## src/rtl/asic_bist_pkg.sv

```systemverilog
// Shared definitions for single-cell BIST wrappers:
// FSM encoding, MISR constants and the AOI211 golden model.
package asic_bist_pkg;

    typedef enum logic [1:0] {
        ST_IDLE,
        ST_APPLY,
        ST_SAMPLE,
        ST_DONE
    } bist_state_e;

    localparam logic [7:0] MISR_SEED = 8'hFF;
    localparam logic [7:0] MISR_TAPS = 8'hB8;

    // vec = {a0, a1, b0, c0}
    function automatic logic aoi211_golden(input logic [3:0] vec);
        return ~((vec[3] & vec[2]) | vec[1] | vec[0]);
    endfunction

endpackage

```

## src/rtl/asic_aoi211_bist_if.sv

```systemverilog
// Control and result bundle between a BIST controller
// and the block that starts it and collects results.
interface asic_aoi211_bist_if;

    logic       start;
    logic       inj_en;
    logic [3:0] inj_vec;
    logic       busy;
    logic       done;
    logic       pass;
    logic [7:0] fail_count;
    logic [3:0] first_fail;
    logic [7:0] signature;

    modport master (
        output start, inj_en, inj_vec,
        input  busy, done, pass,
        input  fail_count, first_fail, signature
    );

    modport slave (
        input  start, inj_en, inj_vec,
        output busy, done, pass,
        output fail_count, first_fail, signature
    );

endinterface

```

## src/rtl/asic_aoi211.sv

```systemverilog
// AOI211 cell: z = ~((a0 & a1) | b0 | c0).
// PROP selects the library flavour and does not alter logic.
module asic_aoi211 #(
    parameter PROP = "DEFAULT"
) (
    input  logic a0,
    input  logic a1,
    input  logic b0,
    input  logic c0,
    output logic z
);

    assign z = ~((a0 & a1) | b0 | c0);

endmodule

```

## src/rtl/asic_bist_misr.sv

```systemverilog
// 8-bit serial-input MISR with seed load and shift enable.
// Load has priority over shift.
module asic_bist_misr (
    input  logic       clk,
    input  logic       rst_n,
    input  logic       load_i,
    input  logic [7:0] seed_i,
    input  logic       en_i,
    input  logic       d_i,
    output logic [7:0] sig_o
);

    import asic_bist_pkg::*;

    logic [7:0] sig_q;
    logic [7:0] sig_d;

    always_comb begin
        sig_d = sig_q;
        if (load_i) begin
            sig_d = seed_i;
        end else if (en_i) begin
            sig_d = {sig_q[6:0], ^(sig_q & MISR_TAPS)}
                  ^ {7'b0, d_i};
        end
    end

    always_ff @(posedge clk or negedge rst_n) begin
        if (!rst_n) begin
            sig_q <= MISR_SEED;
        end else begin
            sig_q <= sig_d;
        end
    end

    assign sig_o = sig_q;

endmodule

```

## src/rtl/asic_aoi211_bist.sv

```systemverilog
// Exhaustive self-test around one AOI211 cell: sweeps all
// 16 vectors PASSES times, checks z and compacts it in a MISR.
module asic_aoi211_bist #(
    parameter              PROP   = "DEFAULT",
    parameter int unsigned PASSES = 1,
    parameter int unsigned SETTLE = 1
) (
    input  logic               clk,
    input  logic               nreset,
    asic_aoi211_bist_if.slave  bus
);

    import asic_bist_pkg::*;

    localparam logic [3:0] SETTLE_LAST = 4'(SETTLE - 1);
    localparam logic [7:0] PASS_LAST   = 8'(PASSES - 1);

    bist_state_e state_q, state_d;
    logic [3:0]  vec_q, vec_d;
    logic [3:0]  settle_q, settle_d;
    logic [7:0]  pcnt_q, pcnt_d;
    logic [7:0]  fail_q, fail_d;
    logic [3:0]  first_q, first_d;
    logic        busy_q, busy_d;
    logic        done_q, done_d;
    logic        pass_q, pass_d;

    logic z, zs, mism;
    logic settled, last_vec, last_pass;
    logic misr_load, misr_en;

    // Cell inputs come straight from the vector flops
    asic_aoi211 #(.PROP(PROP)) u_cell (
        .a0 (vec_q[3]),
        .a1 (vec_q[2]),
        .b0 (vec_q[1]),
        .c0 (vec_q[0]),
        .z  (z)
    );

    assign settled   = settle_q == SETTLE_LAST;
    assign last_vec  = vec_q == 4'hF;
    assign last_pass = pcnt_q == PASS_LAST;

    assign zs   = z ^ (bus.inj_en && (vec_q == bus.inj_vec));
    assign mism = zs != aoi211_golden(vec_q);

    always_ff @(posedge clk or negedge nreset) begin
        if (!nreset) begin
            state_q <= ST_IDLE;
        end else begin
            state_q <= state_d;
        end
    end

    always_comb begin
        state_d = state_q;
        unique case (state_q)
            ST_IDLE:   if (bus.start) state_d = ST_APPLY;
            ST_APPLY:  if (settled) state_d = ST_SAMPLE;
            ST_SAMPLE: state_d = (last_vec && last_pass)
                               ? ST_DONE : ST_APPLY;
            ST_DONE:   state_d = ST_IDLE;
            default:   state_d = ST_IDLE;
        endcase
    end

    always_comb begin
        vec_d     = vec_q;
        settle_d  = settle_q;
        pcnt_d    = pcnt_q;
        fail_d    = fail_q;
        first_d   = first_q;
        busy_d    = busy_q;
        done_d    = 1'b0;
        pass_d    = pass_q;
        misr_load = 1'b0;
        misr_en   = 1'b0;
        unique case (state_q)
            ST_IDLE: begin
                if (bus.start) begin
                    vec_d     = '0;
                    settle_d  = '0;
                    pcnt_d    = '0;
                    fail_d    = '0;
                    first_d   = '0;
                    pass_d    = 1'b0;
                    busy_d    = 1'b1;
                    misr_load = 1'b1;
                end
            end
            ST_APPLY: begin
                settle_d = settled ? 4'd0 : settle_q + 4'd1;
            end
            ST_SAMPLE: begin
                misr_en = 1'b1;
                if (mism) begin
                    if (fail_q != 8'hFF) fail_d = fail_q + 8'd1;
                    if (fail_q == 8'd0)  first_d = vec_q;
                end
                if (!last_vec) begin
                    vec_d = vec_q + 4'd1;
                end else if (!last_pass) begin
                    vec_d  = '0;
                    pcnt_d = pcnt_q + 8'd1;
                end
            end
            ST_DONE: begin
                done_d = 1'b1;
                busy_d = 1'b0;
                pass_d = fail_q == 8'd0;
            end
            default: ;
        endcase
    end

    always_ff @(posedge clk or negedge nreset) begin
        if (!nreset) begin
            vec_q    <= '0;
            settle_q <= '0;
            pcnt_q   <= '0;
            fail_q   <= '0;
            first_q  <= '0;
            busy_q   <= 1'b0;
            done_q   <= 1'b0;
            pass_q   <= 1'b0;
        end else begin
            vec_q    <= vec_d;
            settle_q <= settle_d;
            pcnt_q   <= pcnt_d;
            fail_q   <= fail_d;
            first_q  <= first_d;
            busy_q   <= busy_d;
            done_q   <= done_d;
            pass_q   <= pass_d;
        end
    end

    asic_bist_misr u_misr (
        .clk    (clk),
        .rst_n  (nreset),
        .load_i (misr_load),
        .seed_i (MISR_SEED),
        .en_i   (misr_en),
        .d_i    (zs),
        .sig_o  (bus.signature)
    );

    assign bus.busy       = busy_q;
    assign bus.done       = done_q;
    assign bus.pass       = pass_q;
    assign bus.fail_count = fail_q;
    assign bus.first_fail = first_q;

endmodule

```

## src/flat_wrapper.sv

```systemverilog
// flat-port wrapper written by rule: the top's interface ports become plain ports
module asic_aoi211_bist_flat import asic_bist_pkg::*;
#(
    parameter              PROP   = "       ",
    parameter int unsigned PASSES = 1,
    parameter int unsigned SETTLE = 1
)
  (clk, nreset, bus_start, bus_inj_en, bus_inj_vec, bus_busy, bus_done, bus_pass, bus_fail_count, bus_first_fail, bus_signature);
  asic_aoi211_bist_if bus_i ();
  input  logic clk;
  input  logic nreset;
  input wire logic [$bits(bus_i.start)-1:0] bus_start;
  input wire logic [$bits(bus_i.inj_en)-1:0] bus_inj_en;
  input wire logic [$bits(bus_i.inj_vec)-1:0] bus_inj_vec;
  output wire logic [$bits(bus_i.busy)-1:0] bus_busy;
  output wire logic [$bits(bus_i.done)-1:0] bus_done;
  output wire logic [$bits(bus_i.pass)-1:0] bus_pass;
  output wire logic [$bits(bus_i.fail_count)-1:0] bus_fail_count;
  output wire logic [$bits(bus_i.first_fail)-1:0] bus_first_fail;
  output wire logic [$bits(bus_i.signature)-1:0] bus_signature;
  assign bus_i.start = bus_start;
  assign bus_i.inj_en = bus_inj_en;
  assign bus_i.inj_vec = bus_inj_vec;
  assign bus_busy = bus_i.busy;
  assign bus_done = bus_i.done;
  assign bus_pass = bus_i.pass;
  assign bus_fail_count = bus_i.fail_count;
  assign bus_first_fail = bus_i.first_fail;
  assign bus_signature = bus_i.signature;
  asic_aoi211_bist #(.PROP(PROP), .PASSES(PASSES), .SETTLE(SETTLE)) u_core (.clk(clk), .nreset(nreset), .bus(bus_i));
endmodule
```

## config.mk

```make
export PLATFORM = sky130hd
export DESIGN_NAME = asic_aoi211_bist_flat
export DESIGN_NICKNAME = d
export VERILOG_FILES = /design/src/rtl/asic_bist_pkg.sv /design/src/rtl/asic_aoi211_bist_if.sv /design/src/rtl/asic_aoi211.sv /design/src/rtl/asic_bist_misr.sv /design/src/rtl/asic_aoi211_bist.sv /design/src/flat_wrapper.sv
export SDC_FILE = /design/constraint.sdc
export NUM_CORES = 1
export LEC_CHECK = 0
export BUFFER_PORTS_ARGS = -buffer_cell sky130_fd_sc_hd__buf_2
export CAP_MARGIN = 40
export CORE_ASPECT_RATIO = 1.25
export CORE_MARGIN = 1.5
export CORE_UTILIZATION = 25
export DETAILED_ROUTE_END_ITERATION = 12
export PLACE_DENSITY = 0.39
export SYNTH_ARGS = -nofsm -noshare
export SYNTH_HDL_FRONTEND = slang
export SYNTH_HIERARCHICAL = 1
export SYNTH_SLANG_ARGS = --single-unit
```

## constraint.sdc

```tcl
create_clock -name clk -period 6 [get_ports clk]
set_input_delay 0.6 -clock clk [delete_from_list [all_inputs] [get_ports clk]]
set_output_delay 0.6 -clock clk [all_outputs]
set_load 0.03 [all_outputs]
```

==> key figures <==
Outcome
  – Outcome: completed

STA
  – Slew HR: 0.435
  – Tcrit/Tclk final: 0.471
  – Endpoints failing setup: 0
  – Setup slack after layout: 3.17 ns
  – Setup Skew: 0.0172 ns
  – Worst slew pin tran: 0.846 ns
  – Unrepaired setup endpoints after global routing: no
  – Pins Over Slew Limit: 0
  – Final Hold Vio Count: 0
  – Final setup TNS: 0 ns
  – FMAX: 0.354 GHz
  – Minimum clock period: 2.83 ns

Clocking
  – CTS H-tree depth: 2
  – PostCTS Resize Cnt: 0
  – CTS tree: built
  – # clock sinks: 41
  – Cts hold-fix bufs: 0
  – Post-CTS Setup Bufs: 0
  – Root Driver: clkbuf_8
  – Num CTS Buffers: 5
  – Clock Pin Slew Worst Setup and Hold Paths: 0.08 ns
  – Worst-Skew Late Latency: 0.29 ns
  – Clock buffer depth: 2

Die
  – IO Pins: 31
  – # rows: 38
  – Die ar.: 9590 sq um
  – Die W: 87.9 um
  – Initial core utilization: 0.259
  – Chip height: 109 um
  – Area of the core: 8700 sq um

Synth
  – Seq cells post-synth: 41
  – Synth Area in Simple Gates: 0.179
  – Count of cell types in the netlist: 46
  – Compound-Gate Fraction of Synth Area: 0.150
  – Post-synthesis mux area share: 0.0556
  – Dominant cell type by area after synthesis: dfrtp_1
  – Top cells by area, synth: dfrtp_1 37%, dfstp_2 9.3%, nand2_1 5.2%
  – Cells after Synth: 232
  – Adder and majority gate portion of the synthesized area: 0.0389
  – Ys flop type: dfrtp_1
  – Post-synth EDFFs: 0
  – Yosys Warn Count: 6
  – Post-Syn Area: 2250 sq um
  – Syn Area/Cell: 9.70 sq um
  – Xor/xnor share of the synthesized area: 0.0689
  – Yosys top cell area share: 0.367
  – Main combinational cell family by area after synthesis: simple AND/OR/NAND/NOR gates
  – Async S/R FF share, synth: 1.00
  – Sequential share of the synthesized area: 0.460

Route
  – Vias per inst: 4.41
  – Drt wl/cell: 12.7 um
  – Starting DRT DRC Count: 76
  – Total length of routed wires: 4.97 mm
  – Post-DRT Antenna Nets: 0
  – Via count: 1,725
  – DRC viols: 0
  – DR pass1 iterations: 4

Worst setup path
  – CP startpoint kind: flip-flop
  – Crit path from: u_core/state_q[0]
  – Worst flop-to-flop path startpoint: u_core/state_q[0]
  – Critical path type: reg -> reg
  – Crit path required time: 6.19 ns
  – CP Capture Type: flip-flop
  – Crit path DAT: 3.01 ns
  – Crit path max fanout: 24

Pwr
  – Worst vdd rail ir drop: 0.000122 V
  – Lkg Pwr: 1.23 nW
  – PD cells: 446 nW/um^2

Final layout
  – Fill count: 952
  – Most frequent cells in the layout: 33 x dfrtp_1, 31 x nand2_1, 30 x buf_2, 20 x o21ai_0, 16 x nor2_1
  – Layout area overhead: 18.8%
  – Nets@finish: 285
  – Ant diodes: 0
  – Share of cells above drive strength 1: 0.192
  – Commonest non-fill, non-tap cell in the layout: dfrtp_1

Global routing
  – Vias in the first global route: 1,806
  – Pin count of the biggest net entering global routing: 32
  – GRT Residual Overflow: 0
  – Global-route wire length before repair: 8.64 mm
  – Tot GR Track Use: 0.117
  – Antenna violations before repair: 0

Placed design
  – HPWL after detailed placement: 3.56 mm
  – Port Buffers: 30
  – Routability cong.: 0.707
  – Setup WS pre-CTS: 3.12 ns

Flow run
  – Max_cap viols: 0

Min path
  – Min-Delay Path Class: in -> async
-- cell usage after synthesis (3+ instances only) --
cell     instances
o21ai_0         20
nor4b_1          3
dfstp_2          8
a22oi_1          3
a21oi_1          4
ha_1             7
and3_1           4
nand3_1         11
inv_1           15
xnor2_1          9
nor3_1           6
nor2_1          16
nand2_1         31
mux2i_1         11
xor2_1           6
dfrtp_1         33
a22o_1           5
nor2b_1          3
-- logic make-up (layout without fill, tap and decap cells) --
family / Yosys count / after routing
adder cells (fa/ha/maj): 7 / 7
buffers and inverters: 23 / 55
other: 1 / 8
AND/OR/NAND/NOR: 84 / 84
AO/OA/AOI/OAI: 48 / 48
multiplexers: 12 / 12
flip-flops: 41 / 41
XOR/XNOR: 16 / 16
-- per-stage QoR --
stage                     total power [W]  std cells  instance area, sq um  hold slack, ns   util
final                             0.00119        391                  2670           0.218  0.307
after global routing              0.00130        391                  2670           0.225  0.307
after CTS                         0.00122        391                  2670           0.229  0.307
after detailed placement         0.000972        383                  2560           0.486  0.294
after global placement           0.000965        381                  2530           0.487  0.291
after floorplan                  0.000838        239                  2280           0.304      -
-- critical path, stage by stage, from the launching register on --
cell and delay (ns):
dfrtp_1 0.43, nand2b_1 0.43, inv_1 0.77, o32ai_1 0.17, a31oi_1 0.44, buf_4 0.24
a21boi_0 0.09, a21o_1 0.15
-- cell type report --
type / instances / area, sq um / share of cell area
Clock buffer: 7 / 86.3 / 0.0323
Clock inverter: 1 / 30.0 / 0.0112
Inverter: 15 / 56.3 / 0.0211
Multi-Input combinational cell: 175 / 1140 / 0.425
Sequential cell: 41 / 1040 / 0.387
Tap cell: 120 / 150 / 0.0562
Timing Repair Buffer: 32 / 178 / 0.0664
-- power by group --
part / leakage, nW / internal, W / total, W / switching [W]
logic: 0.637 / 0.000200 / 0.000531 / 0.000331
clock network: 0.0585 / 0.000136 / 0.000235 / 0.0000986
registers: 0.534 / 0.000360 / 0.000427 / 0.0000676
-- layer usage --
| metal | global-route usage | share of wire |
|---|---|---|
| met1 | 0.149 | 0.48 |
| met2 | 0.192 | 0.48 |
| met3 | 0.0235 | 0.024 |
| met4 | 0.0442 | 0.011 |
| met5 | 0 | 0 |
-- state kept, by name (all words and copies together) (netlist names) --
signal and count:
u_core/u_misr/sig_o 8, u_core/settle_q 4, u_core/vec_q 4, u_core/bus.done 1, u_core/bus.pass 1, u_core/bus.fail_count 8
u_core/bus.busy 1, u_core/pcnt_q 8, u_core/bus.first_fail 4, u_core/state_q 2
-- worst paths after layout --
check	to	slack [ns]	cells past startpoint
max in group asynchronous	u_core/u_misr/sig_o[3]	5.22	2
hold reg to reg	u_core/bus.busy	0.50	2
min in group clk	u_core/bus.busy	0.50	2
setup reg to reg	u_core/bus.fail_count[3]	3.17	7
hold / removal	u_core/settle_q[3]	0.22	1
setup / recovery	u_core/bus.fail_count[3]	3.17	7
(Power assumes the default switching activity.)
